## config.mk

```make
export PLATFORM = sky130hd
export DESIGN_NAME = pipeline_controller_flat
export DESIGN_NICKNAME = d
export VERILOG_FILES = /design/src/rtl/cpu_types_pkg.sv /design/src/rtl/pipeline_controller_if.sv /design/src/rtl/load_use_detect.sv /design/src/rtl/pipeline_controller.sv /design/src/flat_wrapper.sv
export SDC_FILE = /design/constraint.sdc
export NUM_CORES = 1
export LEC_CHECK = 0
export CORE_ASPECT_RATIO = 0.8
export CORE_MARGIN = 5
export CORE_UTILIZATION = 44
export DETAILED_ROUTE_END_ITERATION = 16
export GPL_ROUTABILITY_DRIVEN = 1
export PLACE_DENSITY_LB_ADDON = 0.1
export SYNTH_ARGS = -nofsm -noshare
export SYNTH_HDL_FRONTEND = slang
export SYNTH_HIERARCHICAL = 1
export SYNTH_SLANG_ARGS = --single-unit
```

## constraint.sdc

```tcl
create_clock -name CLK -period 3.25 [get_ports CLK]
set_input_delay 0.4875 -clock CLK [delete_from_list [all_inputs] [get_ports CLK]]
set_output_delay 0.4875 -clock CLK [all_outputs]
set_load 0.01 [all_outputs]
```

## src/rtl/cpu_types_pkg.sv

```systemverilog
// Shared CPU types: instruction words and field layouts, opcodes, and the
// stall/flush sequencer state encoding.
package cpu_types_pkg;

  typedef logic [31:0] word_t;
  typedef logic [4:0]  regbits_t;

  typedef enum logic [5:0] {
    RTYPE = 6'h00,
    J     = 6'h02,
    JAL   = 6'h03,
    BEQ   = 6'h04,
    BNE   = 6'h05,
    LW    = 6'h23,
    SW    = 6'h2b,
    HALT  = 6'h3f
  } opcode_t;

  typedef struct packed {
    opcode_t    opcode;
    regbits_t   rs;
    regbits_t   rt;
    regbits_t   rd;
    logic [4:0] shamt;
    logic [5:0] funct;
  } r_t;

  typedef struct packed {
    opcode_t     opcode;
    regbits_t    rs;
    regbits_t    rt;
    logic [15:0] imm;
  } i_t;

  typedef enum logic [1:0] {
    RUN    = 2'd0,
    DRAIN  = 2'd1,
    HALTED = 2'd2
  } ctrl_state_t;

endpackage

```

## src/rtl/pipeline_controller_if.sv

```systemverilog
// Handshake bundle between the pipeline datapath and pipeline_controller.
//   master : datapath side, drives instruction/event inputs, receives controls
//   slave  : controller side, receives events, drives enables/flushes/halt/counters
interface pipeline_controller_if #(
  parameter int unsigned CNT_W = 32
);
  import cpu_types_pkg::*;

  word_t            instr_ID;
  word_t            instr_EX;
  logic             memRead_EX;
  logic             dmemREN_MEM;
  logic             dmemWEN_MEM;
  logic             dhit;
  logic             ihit;
  logic             branch_taken_EX;
  logic             jump_ID;
  logic             pc_en;
  logic             en_IFID;
  logic             en_IDEX;
  logic             en_EXMEM;
  logic             en_MEMWB;
  logic             flush_IFID;
  logic             flush_IDEX;
  logic             halt;
  logic [CNT_W-1:0] cyc_cnt;
  logic [CNT_W-1:0] stall_cnt;

  modport master (
    output instr_ID, instr_EX, memRead_EX, dmemREN_MEM, dmemWEN_MEM, dhit, ihit,
           branch_taken_EX, jump_ID,
    input  pc_en, en_IFID, en_IDEX, en_EXMEM, en_MEMWB, flush_IFID, flush_IDEX, halt,
           cyc_cnt, stall_cnt
  );

  modport slave (
    input  instr_ID, instr_EX, memRead_EX, dmemREN_MEM, dmemWEN_MEM, dhit, ihit,
           branch_taken_EX, jump_ID,
    output pc_en, en_IFID, en_IDEX, en_EXMEM, en_MEMWB, flush_IFID, flush_IDEX, halt,
           cyc_cnt, stall_cnt
  );

endinterface

```

## src/rtl/load_use_detect.sv

```systemverilog
// Load-use hazard comparator (combinational).
//   instr_ID   : instruction in IF/ID
//   instr_EX   : instruction in ID/EX
//   memRead_EX : EX instruction is a load
//   lu         : ID instruction reads the register the EX load is writing
module load_use_detect
  import cpu_types_pkg::*;
(
  input  word_t instr_ID,
  input  word_t instr_EX,
  input  logic  memRead_EX,
  output logic  lu
);

  r_t   id_r;
  r_t   ex_r;
  logic rt_is_source;
  logic unused_fields;

  assign id_r = r_t'(instr_ID);
  assign ex_r = r_t'(instr_EX);

  // rt is a source operand only for these formats; for loads/jumps it is a destination
  assign rt_is_source = (id_r.opcode == RTYPE) || (id_r.opcode == SW) ||
                        (id_r.opcode == BEQ)   || (id_r.opcode == BNE);

  assign lu = memRead_EX && (ex_r.rt != '0) &&
              ((ex_r.rt == id_r.rs) || ((ex_r.rt == id_r.rt) && rt_is_source));

  assign unused_fields = ^{id_r.rd, id_r.shamt, id_r.funct,
                           ex_r.opcode, ex_r.rs, ex_r.rd, ex_r.shamt, ex_r.funct};

endmodule

```

## src/rtl/pipeline_controller.sv

```systemverilog
// Stall/flush sequencer for the 5-stage pipeline. Resolves memory waits,
// load-use hazards, taken branches (EX) and jumps (ID), sequences the HALT
// drain, and keeps saturating cycle/stall counters.
//   CLK, nRST : clock, asynchronous active-low reset
//   bus       : pipeline_controller_if.slave (events in, enables/flushes/halt/counters out)
module pipeline_controller
  import cpu_types_pkg::*;
#(
  parameter int unsigned DRAIN_CYCLES = 3,
  parameter int unsigned CNT_W        = 32
) (
  input logic                  CLK,
  input logic                  nRST,
  pipeline_controller_if.slave bus
);

  localparam int unsigned DW = (DRAIN_CYCLES > 1) ? $clog2(DRAIN_CYCLES) : 1;
  localparam logic [DW-1:0] DRAIN_INIT = DW'(DRAIN_CYCLES - 1);

  ctrl_state_t      state_q, state_d;
  logic [DW-1:0]    drain_q, drain_d;
  logic             halt_q, halt_d;
  logic [CNT_W-1:0] cyc_q, cyc_d;
  logic [CNT_W-1:0] stall_q, stall_d;

  logic dwait, lu, halt_id;
  logic pc_en, en_ifid, en_idex, en_exmem, en_memwb, flush_ifid, flush_idex;

  load_use_detect u_load_use_detect (
    .instr_ID   (bus.instr_ID),
    .instr_EX   (bus.instr_EX),
    .memRead_EX (bus.memRead_EX),
    .lu         (lu)
  );

  assign dwait   = (bus.dmemREN_MEM | bus.dmemWEN_MEM) & ~bus.dhit;
  assign halt_id = (bus.instr_ID[31:26] == HALT);

  always_comb begin
    state_d    = state_q;
    drain_d    = drain_q;
    halt_d     = halt_q;
    pc_en      = 1'b0;
    en_ifid    = 1'b0;
    en_idex    = 1'b0;
    en_exmem   = 1'b0;
    en_memwb   = 1'b0;
    flush_ifid = 1'b0;
    flush_idex = 1'b0;

    unique case (state_q)
      RUN: begin
        if (dwait) begin
          // whole pipe frozen
        end else if (bus.branch_taken_EX) begin
          // younger lu/jump/halt belong to squashed instructions
          {pc_en, en_ifid, en_idex, en_exmem, en_memwb} = '1;
          flush_ifid = 1'b1;
          flush_idex = 1'b1;
        end else if (lu) begin
          {en_idex, en_exmem, en_memwb} = '1;
          flush_idex = 1'b1;
        end else if (halt_id) begin
          {en_ifid, en_idex, en_exmem, en_memwb} = '1;
          flush_ifid = 1'b1;
          state_d    = DRAIN;
          drain_d    = DRAIN_INIT;
        end else if (bus.jump_ID && bus.ihit) begin
          {pc_en, en_ifid, en_idex, en_exmem, en_memwb} = '1;
          flush_ifid = 1'b1;
        end else if (!bus.ihit) begin
          {en_ifid, en_idex, en_exmem, en_memwb} = '1;
          flush_ifid = 1'b1;
        end else begin
          {pc_en, en_ifid, en_idex, en_exmem, en_memwb} = '1;
        end
      end
      DRAIN: begin
        flush_ifid = 1'b1;
        if (!dwait) begin
          {en_ifid, en_idex, en_exmem, en_memwb} = '1;
          if (drain_q == '0) begin
            state_d = HALTED;
            halt_d  = 1'b1;
          end else begin
            drain_d = drain_q - DW'(1);
          end
        end
      end
      HALTED: begin
        halt_d = 1'b1;
      end
      default: begin
        state_d = RUN;
      end
    endcase

    // Controls must be quiet while reset is held, not just after the next edge
    if (!nRST) begin
      {pc_en, en_ifid, en_idex, en_exmem, en_memwb, flush_ifid, flush_idex} = '0;
    end
  end

  always_comb begin
    cyc_d   = cyc_q;
    stall_d = stall_q;
    if (state_q != HALTED) begin
      if (cyc_q != '1) cyc_d = cyc_q + CNT_W'(1);
      if (!pc_en && (stall_q != '1)) stall_d = stall_q + CNT_W'(1);
    end
  end

  always_ff @(posedge CLK or negedge nRST) begin
    if (!nRST) begin
      state_q <= RUN;
      drain_q <= '0;
      halt_q  <= 1'b0;
      cyc_q   <= '0;
      stall_q <= '0;
    end else begin
      state_q <= state_d;
      drain_q <= drain_d;
      halt_q  <= halt_d;
      cyc_q   <= cyc_d;
      stall_q <= stall_d;
    end
  end

  assign bus.pc_en      = pc_en;
  assign bus.en_IFID    = en_ifid;
  assign bus.en_IDEX    = en_idex;
  assign bus.en_EXMEM   = en_exmem;
  assign bus.en_MEMWB   = en_memwb;
  assign bus.flush_IFID = flush_ifid;
  assign bus.flush_IDEX = flush_idex;
  assign bus.halt       = halt_q;
  assign bus.cyc_cnt    = cyc_q;
  assign bus.stall_cnt  = stall_q;

endmodule

```

## src/flat_wrapper.sv

```systemverilog
// flat-port wrapper written by rule: the top's interface ports become plain ports
module pipeline_controller_flat import cpu_types_pkg::*;
#(
  parameter int unsigned DRAIN_CYCLES = 3,
  parameter int unsigned CNT_W        = 32
)
  (CLK, nRST, bus_instr_ID, bus_instr_EX, bus_memRead_EX, bus_dmemREN_MEM, bus_dmemWEN_MEM, bus_dhit, bus_ihit, bus_branch_taken_EX, bus_jump_ID, bus_pc_en, bus_en_IFID, bus_en_IDEX, bus_en_EXMEM, bus_en_MEMWB, bus_flush_IFID, bus_flush_IDEX, bus_halt, bus_cyc_cnt, bus_stall_cnt);
  pipeline_controller_if #(.CNT_W(CNT_W)) bus_i ();
  input logic CLK;
  input logic nRST;
  input wire logic [$bits(bus_i.instr_ID)-1:0] bus_instr_ID;
  input wire logic [$bits(bus_i.instr_EX)-1:0] bus_instr_EX;
  input wire logic [$bits(bus_i.memRead_EX)-1:0] bus_memRead_EX;
  input wire logic [$bits(bus_i.dmemREN_MEM)-1:0] bus_dmemREN_MEM;
  input wire logic [$bits(bus_i.dmemWEN_MEM)-1:0] bus_dmemWEN_MEM;
  input wire logic [$bits(bus_i.dhit)-1:0] bus_dhit;
  input wire logic [$bits(bus_i.ihit)-1:0] bus_ihit;
  input wire logic [$bits(bus_i.branch_taken_EX)-1:0] bus_branch_taken_EX;
  input wire logic [$bits(bus_i.jump_ID)-1:0] bus_jump_ID;
  output wire logic [$bits(bus_i.pc_en)-1:0] bus_pc_en;
  output wire logic [$bits(bus_i.en_IFID)-1:0] bus_en_IFID;
  output wire logic [$bits(bus_i.en_IDEX)-1:0] bus_en_IDEX;
  output wire logic [$bits(bus_i.en_EXMEM)-1:0] bus_en_EXMEM;
  output wire logic [$bits(bus_i.en_MEMWB)-1:0] bus_en_MEMWB;
  output wire logic [$bits(bus_i.flush_IFID)-1:0] bus_flush_IFID;
  output wire logic [$bits(bus_i.flush_IDEX)-1:0] bus_flush_IDEX;
  output wire logic [$bits(bus_i.halt)-1:0] bus_halt;
  output wire logic [$bits(bus_i.cyc_cnt)-1:0] bus_cyc_cnt;
  output wire logic [$bits(bus_i.stall_cnt)-1:0] bus_stall_cnt;
  assign bus_i.instr_ID = bus_instr_ID;
  assign bus_i.instr_EX = bus_instr_EX;
  assign bus_i.memRead_EX = bus_memRead_EX;
  assign bus_i.dmemREN_MEM = bus_dmemREN_MEM;
  assign bus_i.dmemWEN_MEM = bus_dmemWEN_MEM;
  assign bus_i.dhit = bus_dhit;
  assign bus_i.ihit = bus_ihit;
  assign bus_i.branch_taken_EX = bus_branch_taken_EX;
  assign bus_i.jump_ID = bus_jump_ID;
  assign bus_pc_en = bus_i.pc_en;
  assign bus_en_IFID = bus_i.en_IFID;
  assign bus_en_IDEX = bus_i.en_IDEX;
  assign bus_en_EXMEM = bus_i.en_EXMEM;
  assign bus_en_MEMWB = bus_i.en_MEMWB;
  assign bus_flush_IFID = bus_i.flush_IFID;
  assign bus_flush_IDEX = bus_i.flush_IDEX;
  assign bus_halt = bus_i.halt;
  assign bus_cyc_cnt = bus_i.cyc_cnt;
  assign bus_stall_cnt = bus_i.stall_cnt;
  pipeline_controller #(.DRAIN_CYCLES(DRAIN_CYCLES), .CNT_W(CNT_W)) u_core (.CLK(CLK), .nRST(nRST), .bus(bus_i));
endmodule
```

==> impl_metrics.tcl, run 1 <==
set metrics [dict create \
    status "complete, no violations" \
    synth_enable_flop_cells 0 \
    path_class "in2out" \
    postCtsHoldBufs 0 \
    drtAntennaViolNets 0 \
    switching_share 0.2295 \
    synth-xor-area-share 0.1705 \
    dp_slack_ns -0.2936 \
    fp.coreArea_um2 8019 \
    p_switching_mw 0.3582 \
    reg2reg_setup_slack_ns 1.02 \
    cts-buffers-inserted 9 \
    fin_util 0.6305 \
    dp.final_hpwl_mm 6.422 \
    cts-root-buf "clkbuf_8" \
    chipWidth_um 111.8 \
    muxShareOfSynthArea 0.008919 \
    cp.required_ns 2.76 \
    cp_max_fo 2 \
    clk_latency_ns 0.34 \
    p_leak_nw 2.119 \
    avgSynthCellArea_um2 10.60 \
    synth_seq_cells 69 \
    hold_class "in2async" \
    synthTopCellsByCount "dfrtp_1, xnor2_1, nand4_1" \
    yosysMostFrequentCell "dfrtp_1" \
    syn_inst 344 \
    async_reset_ff_frac 1.000 \
    syn_area_um2 3647 \
    vias 3080 \
    finalSetupViolations 0 \
    nets 545 \
    wl_per_cell_um 15.00 \
    ys_warn_count 6 \
    wirelength_mm 8.731 \
    drtPass1Iterations 4 \
    synth_top_family_by_area "simple AND/OR/NAND/NOR gates" \
    cts_tree "yes" \
    p_seq_frac 0.550 \
    slew_headroom 0.4371 \
    area_growth_syn_to_layout_pct 38.63 \
    final_hold_viol_count 0 \
    worst_slack_ns 0.09930 \
    cp.arrival_ns 2.66 \
    drtIter0Drc 131 \
    yosysTopAreaCell "dfrtp_1" \
    layout_min_cycle_time_ns 3.151 \
    chipHeight_um 91.44 \
    drc 0 \
    worstMarginPinSlew_ns 0.8443 \
    cts_sinks 69 \
    synth_area_leaders "dfrtp_1, xnor2_1, nand4_1" \
    start_kind "primary input" \
    synth-simple-area-share 0.2600 \
    intPower_mw 1.203 \
    initial_core_util 0.4548 \
    row_count 29 \
    htreeDepth 3 \
    vdd_drop_max_mv 0.2147 \
    ios 145 \
    grt_pass1_vias 3020 \
    drv_slew 0 \
    clock_skew_ns 0.005260 \
    grt_pass1_wl_mm 14.72 \
    antenna_cells 0 \
    reg2regPathDepth 5 \
    portBuffers 101 \
    synth_compound_area_frac 0.05660 \
    multi_input_area_um2 1853 \
    regArea_um2 1727 \
    grt.overflow.total 0 \
    finalPower_mw 1.561 \
    fillers 692 \
    viasPerCell 5.292 \
    synth_cell_type_count 47 \
    timing.fmax_mhz 317.4 \
    antenna_found_initial 0 \
    place_congestion 0.8293 \
    synth-adder-area-share 0.01029 \
    yosysTopAreaCellShare 0.4734 \
    end_kind "primary output" \
    clk_pin_slew_worst_paths_ns 0.07 \
    grt_usage 0.1736 \
    dieArea_um2 10220 \
    synth_ff_type "dfrtp_1" \
    synth_nets 420 \
    ys_seq_area_frac 0.4734 \
    clockBufferDepth 2 \
    p_per_area_nw_per_um2 308.7 \
    drive_gt1_frac 0.1097 \
    drv_cap 0 \
    p_clk_frac 0.393 \
    grt_max_degree 70 \
    period_share 0.9694 \
    pwr-share-comb 0.057 \
    holdWs_ns 0.3631 \
]
## cell usage in the layout, fill, tap and decap left out, types with 2 or more instances in the layout
cell type / Yosys / routed
inv_1: 5 / 5
a31oi_1: 2 / 2
nor3_2: 2 / 2
clkbuf_2: 0 / 2
nand2b_1: 2 / 2
buf_4: 3 / 18
buf_2: 2 / 2
nand3_1: 24 / 24
nand2_1: 28 / 28
xnor2_1: 56 / 56
mux2_2: 2 / 2
clkbuf_8: 0 / 10
or4_1: 2 / 2
dfrtp_1: 69 / 69
a211oi_1: 3 / 3
clkdlybuf4s50_1: 0 / 96
o211ai_1: 2 / 2
nor3b_1: 2 / 2
nor3_1: 6 / 6
xor2_1: 15 / 15
and2_1: 7 / 7
or2_2: 2 / 2
nand4b_1: 2 / 2
a21oi_1: 5 / 4
nor2b_1: 4 / 4
clkinv_2: 0 / 3
clkinvlp_4: 0 / 2
and3_1: 15 / 15
a41oi_1: 2 / 2
o21ai_0: 3 / 2
nor2_1: 10 / 9
nor4_1: 2 / 2
and4_1: 13 / 13
nand4_1: 33 / 33
ha_1: 3 / 3
## critical path, cell delays in order
cell and delay, ns:
clkdlybuf4s50_1 0.42, nor2b_1 0.15, or4_1 0.40, a2111o_1 0.39, a21oi_2 0.14, or2b_1 0.27
o311a_4 0.12, and2_1 0.16, clkbuf_2 0.13
## routing by layer
metal | part of all wire | track usage | wire (um)
met1 | 0.47 | 0.2358 | 4118
met2 | 0.46 | 0.2630 | 4011
met3 | 0.057 | 0.05581 | 500
met4 | 0.011 | 0.05775 | 100
met5 | 0 | 0 | 0
## final cells by class
cell class                 count  area share
tap                          108     0.02673
multi-input combinational    263      0.3665
sequential                    69      0.3415
clock buffer                  10     0.02722
clock inverter                 6    0.007671
timing repair buffer         121      0.2267
inverter                       5    0.003712
## worst paths after layout
check                                           to               startpoint
max in group asynchronous   u_core/bus.cyc_cnt[22]                     nRST
min in group CLK                   u_core/bus.halt          u_core/bus.halt
hold reg to reg                    u_core/bus.halt          u_core/bus.halt
setup reg to reg           u_core/bus.stall_cnt[1]  u_core/bus.stall_cnt[3]
setup / recovery                         bus_pc_en         bus_instr_ID[26]
hold / removal                   u_core/state_q[1]                     nRST
## state kept, by name, summed over array words and instances (netlist names)
register and flops:
u_core/bus.cyc_cnt 32, u_core/bus.halt 1, u_core/bus.stall_cnt 32, u_core/drain_q 2, u_core/state_q 2
## kinds of logic (layout without fill, tap and decap cells)
| group | Yosys count | after routing |
|---|---|---|
| xor gates and xnor gates | 71 | 71 |
| buffers and inverters | 12 | 142 |
| AOI/OAI and AO/OA | 25 | 25 |
| muxes | 3 | 3 |
| adders and majority gates | 3 | 3 |
| DFF | 69 | 69 |
| and+or+nand+nor | 161 | 161 |
## power by group through the flow
stage	clock [mW]	combinational (mW)	sequential [mW]
final	0.614	0.0887	0.858
after global routing	0.673	0.0988	0.858
after CTS	0.636	0.0904	0.858
after detailed placement	0	0.0896	0.875
after global placement	0	0.0880	0.875
after floorplan	0	0.0193	0.875
## timing repair
item | in CTS | in global routing
gates resized for setup | 7 | 6
cloned | 0 | 1
setup endpoints to repair | 4 | 8
setup buffers | 0 | 0
pin swaps | 1 | 2
## metrics by stage
step | instance area [um2] | setup TNS (ns) | std cells
after CTS | 5054 | -0.01335 | 581
after floorplan | 3647 | 0 | 344
after detailed placement | 4876 | -6.036 | 565
after global routing | 5056 | -0.003561 | 582
final | 5056 | 0 | 582
after global placement | 4876 | -5.989 | 565
Note: power is estimated with default switching activity, not from simulation.
==> run 2, diff against run 1 <==
--- a/config.mk
+++ b/config.mk
@@ -6,12 +6,10 @@
 export NUM_CORES = 1
 export LEC_CHECK = 0
 export CORE_ASPECT_RATIO = 0.8
-export CORE_MARGIN = 5
-export CORE_UTILIZATION = 44
+export CORE_UTILIZATION = 45
 export DETAILED_ROUTE_END_ITERATION = 16
 export GPL_ROUTABILITY_DRIVEN = 1
 export PLACE_DENSITY_LB_ADDON = 0.1
 export SYNTH_ARGS = -nofsm -noshare
 export SYNTH_HDL_FRONTEND = slang
-export SYNTH_HIERARCHICAL = 1
 export SYNTH_SLANG_ARGS = --single-unit
==> run 2 against run 1 <==
Compared with the run above:
- hold slack worse by 0.19 ns
- synthesized cell count grew 11%
- via count rose by 5.5%
- global-route usage increased by 4.1 points
- cell area up 2.4%
- routed wire length up 3.7%
- area after synthesis up 6.4%
- cell count up 3.6%
- core utilization is 0.68 points higher
- highest routed layer unchanged
==> impl_metrics.tcl, run 2 <==
set metrics [dict create \
    status "complete, no violations" \
    vdd_drop_max_mv 0.2464 \
    synth_enable_flop_cells 0 \
    grt.overflow.total 0 \
    yosysMostFrequentCell "dfrtp_1" \
    fillers 717 \
    synth_nets 462 \
    chipHeight_um 85.08 \
    initial_core_util 0.4777 \
    cpMaxStageDelayCell "clkdlybuf4s50_1" \
    critPathTopFamily "buffers and inverters" \
    met2RoutedLength_mm 4.058 \
    p_leak_nw 2.033 \
    yosysTopAreaCellShare 0.4447 \
    row_count 29 \
    syn_inst 383 \
    ys_seq_area_frac 0.4447 \
    drive_gt1_frac 0.1010 \
    fin_util 0.6373 \
    clock_skew_ns 0.01559 \
    wl_per_cell_um 15.01 \
    async_reset_ff_frac 1.000 \
    chipWidth_um 105.9 \
    vias 3249 \
    finalSetupViolations 0 \
    ios 145 \
    path_class "in2out" \
    cpPeakStageDelay_ns 0.49 \
    antenna_cells 0 \
    avgSynthCellArea_um2 10.14 \
    dp_cells 586 \
    cts_sinks 69 \
    place_congestion 0.8125 \
    crit_chain "clkdlybuf4s50_1 -> xor2_1 -> nor3_1 -> nand3_1 -> a21oi_2 -> o21bai_1 -> a22o_1 -> clkdlybuf4s50_1" \
    synth_seq_cells 69 \
    cts-root-buf "clkbuf_8" \
    crit_buf_inv 2 \
    portBuffers 101 \
    viasPerCell 5.388 \
    synth_cell_type_count 51 \
    top_layer_used "met4" \
    p_clk_frac 0.234 \
    worst_slack_ns 0.07853 \
    syn_area_um2 3882 \
    p_switching_mw 0.9558 \
    layout_common_cells "clkdlybuf4s50_1, dfrtp_1, xnor2_1" \
    cts_tree "yes" \
    clockBufferDepth 2 \
    drtAntennaViolNets 0 \
    grt_max_degree 49 \
    dp.final_hpwl_mm 6.496 \
    regArea_um2 1727 \
    fp.coreArea_um2 8128 \
    clk_latency_ns 0.35 \
    synthTopCellsByCount "dfrtp_1, xnor2_1, nand3_1" \
    met1_length_mm 4.408 \
    intPower_mw 1.748 \
    hold_class "in2async" \
    p_seq_frac 0.412 \
    end_kind "primary output" \
    area_growth_syn_to_layout_pct 33.42 \
    grt_usage 0.2141 \
    wl_met3_um 523 \
    cp.required_ns 2.76 \
    drtIter0Drc 172 \
    synth_area_leaders "dfrtp_1, xnor2_1, nand3_1" \
    p_per_area_nw_per_um2 522.0 \
    drv_slew 0 \
    ys_warn_count 0 \
    final_hold_viol_count 0 \
    antenna_found_initial 0 \
    yosysTopAreaCell "dfrtp_1" \
    grt_pass1_vias 3112 \
    cp_max_fo 4 \
    synth_ff_type "dfrtp_1" \
    start_kind "primary input" \
    cts-buffers-inserted 9 \
    drc 0 \
    grt_pass1_wl_mm 15.21 \
    cp.arrival_ns 2.68 \
    layout_min_cycle_time_ns 3.171 \
    timing.fmax_mhz 315.3 \
    slew_headroom 0.4498 \
    pwr-share-comb 0.354 \
    dieArea_um2 9006 \
    clk_pin_slew_worst_paths_ns 0.08 \
    instances_no_fill 603 \
    final_common_cell "clkdlybuf4s50_1" \
    switching_share 0.3535 \
    drv_cap 0 \
    postCtsHoldBufs 0 \
    nets 569 \
    cp_common_cell "clkdlybuf4s50_1" \
    multi_input_area_um2 2037 \
    wirelength_mm 9.054 \
    drtPass1Iterations 5 \
    dp_slack_ns 0.1114 \
    period_share 0.9758 \
    worstMarginPinSlew_ns 0.8228 \
    htreeDepth 3 \
]
==> run 2: changes by cell type in the layout (fill, tap and decap cells not counted), sizes merged, moves of 4 or more <==
| cell | change |
|---|---|
| and2 | -4 |
| and4 | -10 |
| buf | -12 |
| clkdlybuf4s50 | +4 |
| inv | +5 |
| nand2 | +6 |
| nand3 | +22 |
| nand4 | -7 |
| nor2 | +9 |
| nor3 | +6 |
| nor4 | +6 |
| or3 | +4 |
==> run 2: what timing repair did <==
item | in CTS | in global routing
setup endpoints to repair | 0 | 1
resized for setup | 0 | 2
hold endpoints to repair | 0 | 0
setup buffers | 0 | 1
==> run 2: worst paths after layout <==
kind	slack (ns)	endpoint	cells past startpoint	from
worst min-delay path	0.17	u_core.bus.cyc_cnt[24]	2	nRST
min in group CLK	0.45	u_core.bus.halt	1	u_core.bus.halt
max in group asynchronous	2.53	u_core.bus.cyc_cnt[2]	2	nRST
worst min register to register	0.45	u_core.bus.halt	1	u_core.bus.halt
worst max register to register	0.73	u_core.bus.stall_cnt[1]	8	u_core.state_q[1]
worst max-delay path	0.08	bus_flush_IFID	8	bus_instr_EX[16]
==> run 2: layout make-up <==
cell class              count  share of cell area
multi-input cells         291              0.3932
flip-flops and latches     69              0.3333
repair buffers            109              0.2058
clock buffers              12             0.02995
well taps                 108             0.02609
inverters                  10            0.007246
clock inverters             4            0.004348
==> run 2: logic make-up (layout without fill, tap and decap cells) <==
kind of cell               Yosys count  in the layout  synth area share
AOI/OAI and AO/OA                   27             27           0.05672
xor gates and xnor gates            71             71            0.1602
adders and majority gates            6              6           0.01934
buffers and inverters               23            135           0.03319
DFF                                 69             69            0.4447
muxes                                3              3          0.009667
and+or+nand+nor                    184            184            0.2762
==> run 2: worst register-to-register path: cells and delay by family, from the launching register on <==
kind	cells	cell delay, ns
compound gates	1	0.21
mux	1	0.34
simple gates	3	0.67
fa+ha+maj	1	0.34
flops	1	0.38
buf+inv	2	0.49
==> run 2: through the flow <==
stage                     cell area [um2]  hold slack [ns]  setup TNS [ns]  power [mW]
after global routing                 5180           0.1820        -0.02352       2.861
after CTS                            5162           0.1632               0       2.722
final                                5180           0.1697               0       2.704
after global placement               4985           0.4427               0       2.055
after floorplan                      3882           0.1919               0       1.693
after detailed placement             4985           0.4446               0       2.082
==> run 2: power by group through the flow <==
stage | registers (mW) | clock network (mW) | logic (mW)
detailed placement | 1.13 | 0 | 0.953
finish | 1.11 | 0.633 | 0.956
global route | 1.14 | 0.687 | 1.04
floorplan | 1.14 | 0 | 0.550
global placement | 1.12 | 0 | 0.930
CTS | 1.11 | 0.651 | 0.958
==> run 2: layer usage <==
metal  GRT usage  vias up
li1            -     1576
met1      0.3084     1575
met2      0.3173       93
met3     0.05991        5
met4     0.05682        0
met5           0        -
==> run 3, diff against run 2 <==
--- a/config.mk
+++ b/config.mk
@@ -6,7 +6,7 @@
 export NUM_CORES = 1
 export LEC_CHECK = 0
 export CORE_ASPECT_RATIO = 0.8
-export CORE_UTILIZATION = 45
+export CORE_UTILIZATION = 40
 export DETAILED_ROUTE_END_ITERATION = 16
 export GPL_ROUTABILITY_DRIVEN = 1
 export PLACE_DENSITY_LB_ADDON = 0.1
==> constraint.sdc (replaced) <==
create_clock -name CLK -period 2.7 [get_ports CLK]
set_input_delay 0.405 -clock CLK [delete_from_list [all_inputs] [get_ports CLK]]
set_output_delay 0.405 -clock CLK [all_outputs]
set_load 0.01 [all_outputs]
==> run 3 against run 2 <==
Compared with the run above:
- the run now ends with DRC left
- global-route usage fell by 2.1 points
- cell count rose by 3.3%
- clock power rose by 66%
- clock skew fell by 0.0084 ns
- power rose by 32%
- largest power group unchanged
- core utilization fell by 5.0 points
==> impl_metrics.tcl, run 3 (synthesis gave the netlist of run 2 again) <==
set metrics [dict create \
    drtIter0Drc 121 \
    initial_core_util 0.4206 \
    grt.overflow.total 0 \
    chipHeight_um 90.12 \
    p_per_area_nw_per_um2 659.7 \
    p_leak_nw 2.196 \
    violations "DRC" \
    vdd_drop_max_mv 0.3250 \
    drtAntennaViolNets 0 \
    r2r-end "u_core.bus.stall_cnt[1]" \
    crit_buf_inv 3 \
    worstMarginPinSlew_ns 0.6080 \
    cp.required_ns 2.30 \
    area_growth_syn_to_layout_pct 39.61 \
    drv_cap 0 \
    timing.fmax_mhz 384.5 \
    cp.arrival_ns 2.20 \
    grt_max_degree 48 \
    layout_min_cycle_time_ns 2.601 \
    grt_pass1_vias 3187 \
    status "complete, but fails checks" \
    cts_sinks 69 \
    htreeDepth 3 \
    cpMaxStageDelayCell "clkdlybuf4s50_1" \
    nets 582 \
    hold_class "in2async" \
    period_share 0.9633 \
    r2r-start "u_core.state_q[1]" \
    wl_per_cell_um 14.58 \
    cts-buffers-inserted 9 \
    end_kind "primary output" \
    fin_util 0.5872 \
    drv_slew 0 \
    portBuffers 101 \
    dp_slack_ns -0.2863 \
    holdWs_ns 0.1514 \
    place_congestion 0.8061 \
    vias 3267 \
    drive_gt1_frac 0.1339 \
    tns_ns 0 \
    cp_max_fo 4 \
    cts-root-buf "clkbuf_16" \
    dieArea_um2 10110 \
    slew_headroom 0.5947 \
    cpPeakStageDelay_ns 0.48 \
    antenna_found_initial 0 \
    critPathTopFamily "buffers and inverters" \
    ios 145 \
    chipWidth_um 112.2 \
    final_hold_viol_count 0 \
    cp-startpoint "bus_instr_ID[31]" \
    grt_usage 0.1936 \
    fillers 806 \
    finalSetupViolations 0 \
    fp.coreArea_um2 9231 \
    viasPerCell 5.244 \
    dp.final_hpwl_mm 6.675 \
    layout_common_cells "clkdlybuf4s50_1, dfrtp_1, xnor2_1" \
    start_kind "primary input" \
    clock_skew_ns 0.007179 \
    drc 2 \
    drtPass1Iterations 12 \
    place_area_um2 5084 \
    clockBufferDepth 2 \
    rsz0062_at_grt "no" \
    clk_latency_ns 0.32 \
    clk_pin_slew_worst_paths_ns 0.05 \
    final_common_cell "clkdlybuf4s50_1" \
    wirelength_mm 9.086 \
    row_count 31 \
    antenna_cells 0 \
    reg2regPathDepth 8 \
    worst_slack_ns 0.09913 \
    path_class "in2out" \
    cts_tree "yes" \
    grt_pass1_wl_mm 15.73 \
    crit_chain "clkdlybuf4s50_1 -> nand4_1 -> or2_1 -> a31o_1 -> a32oi_4 -> inv_1 -> dlygate4sd2_1" \
    final_area_um2 5420 \
    reg2reg_setup_slack_ns 0.48 \
]
[run 3: changes by cell type in the layout (fill, tap and decap cells not counted), sizes merged]
cell,delta
clkinvlp,-1
buf,+13
clkbuf,+1
dlygate4sd2,+3
clkdlybuf4s50,-8
clkinv,+1
dlymetal6s2s,+4
[run 3: what timing repair did]
item | CTS | global route
setup endpoints to repair | 4 | 2
resized for setup | 6 | 13
pin swaps | 3 | 5
buffers inserted | 1 | 1
hold buffers | 0 | 0
hold endpoints to repair | 0 | 0
[run 3: routing by layer]
layer / share of wire / global-route usage / up-vias
met5: 0 / 0 / -
met4: 0.0048 / 0.05667 / 0
met3: 0.047 / 0.04720 / 2
met2: 0.45 / 0.2904 / 63
met1: 0.49 / 0.2759 / 1595
li1: - / - / 1607
[run 3: layout make-up]
cell class	count	area, um2	share of cell area
Inverter	10	37.54	0.006925
Timing Repair Buffer	122	1165	0.2149
Tap cell	115	143.9	0.02655
Multi-Input combinational cell	291	2077	0.3832
Clock buffer	12	246.5	0.04548
Clock inverter	4	23.77	0.004386
Sequential cell	69	1727	0.3186
[run 3: power by group]
group	total (mW)	internal, mW	switching (mW)
Sequential	1.34	1.17	0.166
Combinational	1.19	0.581	0.605
Clock	1.05	0.643	0.408
Total	3.58	2.40	1.18
[run 3: how the worst max path moves through the flow]
stage / end / slack [ns] / depth (start not counted)
after CTS: bus_flush_IFID / -0.10 / 9
after global placement: bus_flush_IFID / -0.27 / 8
after global routing: bus_pc_en / 0.02 / 7
after detailed placement: bus_flush_IFID / -0.29 / 8
after floorplan: bus_pc_en / 0.51 / 8
final: bus_pc_en / 0.1 / 7
[run 3: metrics by stage]
step           power [mW]  instances
2_1_floorplan       2.038        383
3_3_place_gp        2.529        605
3_5_place_dp        2.546        605
4_1_cts             3.613        622
5_1_grt             3.813        623
6_report            3.576        623
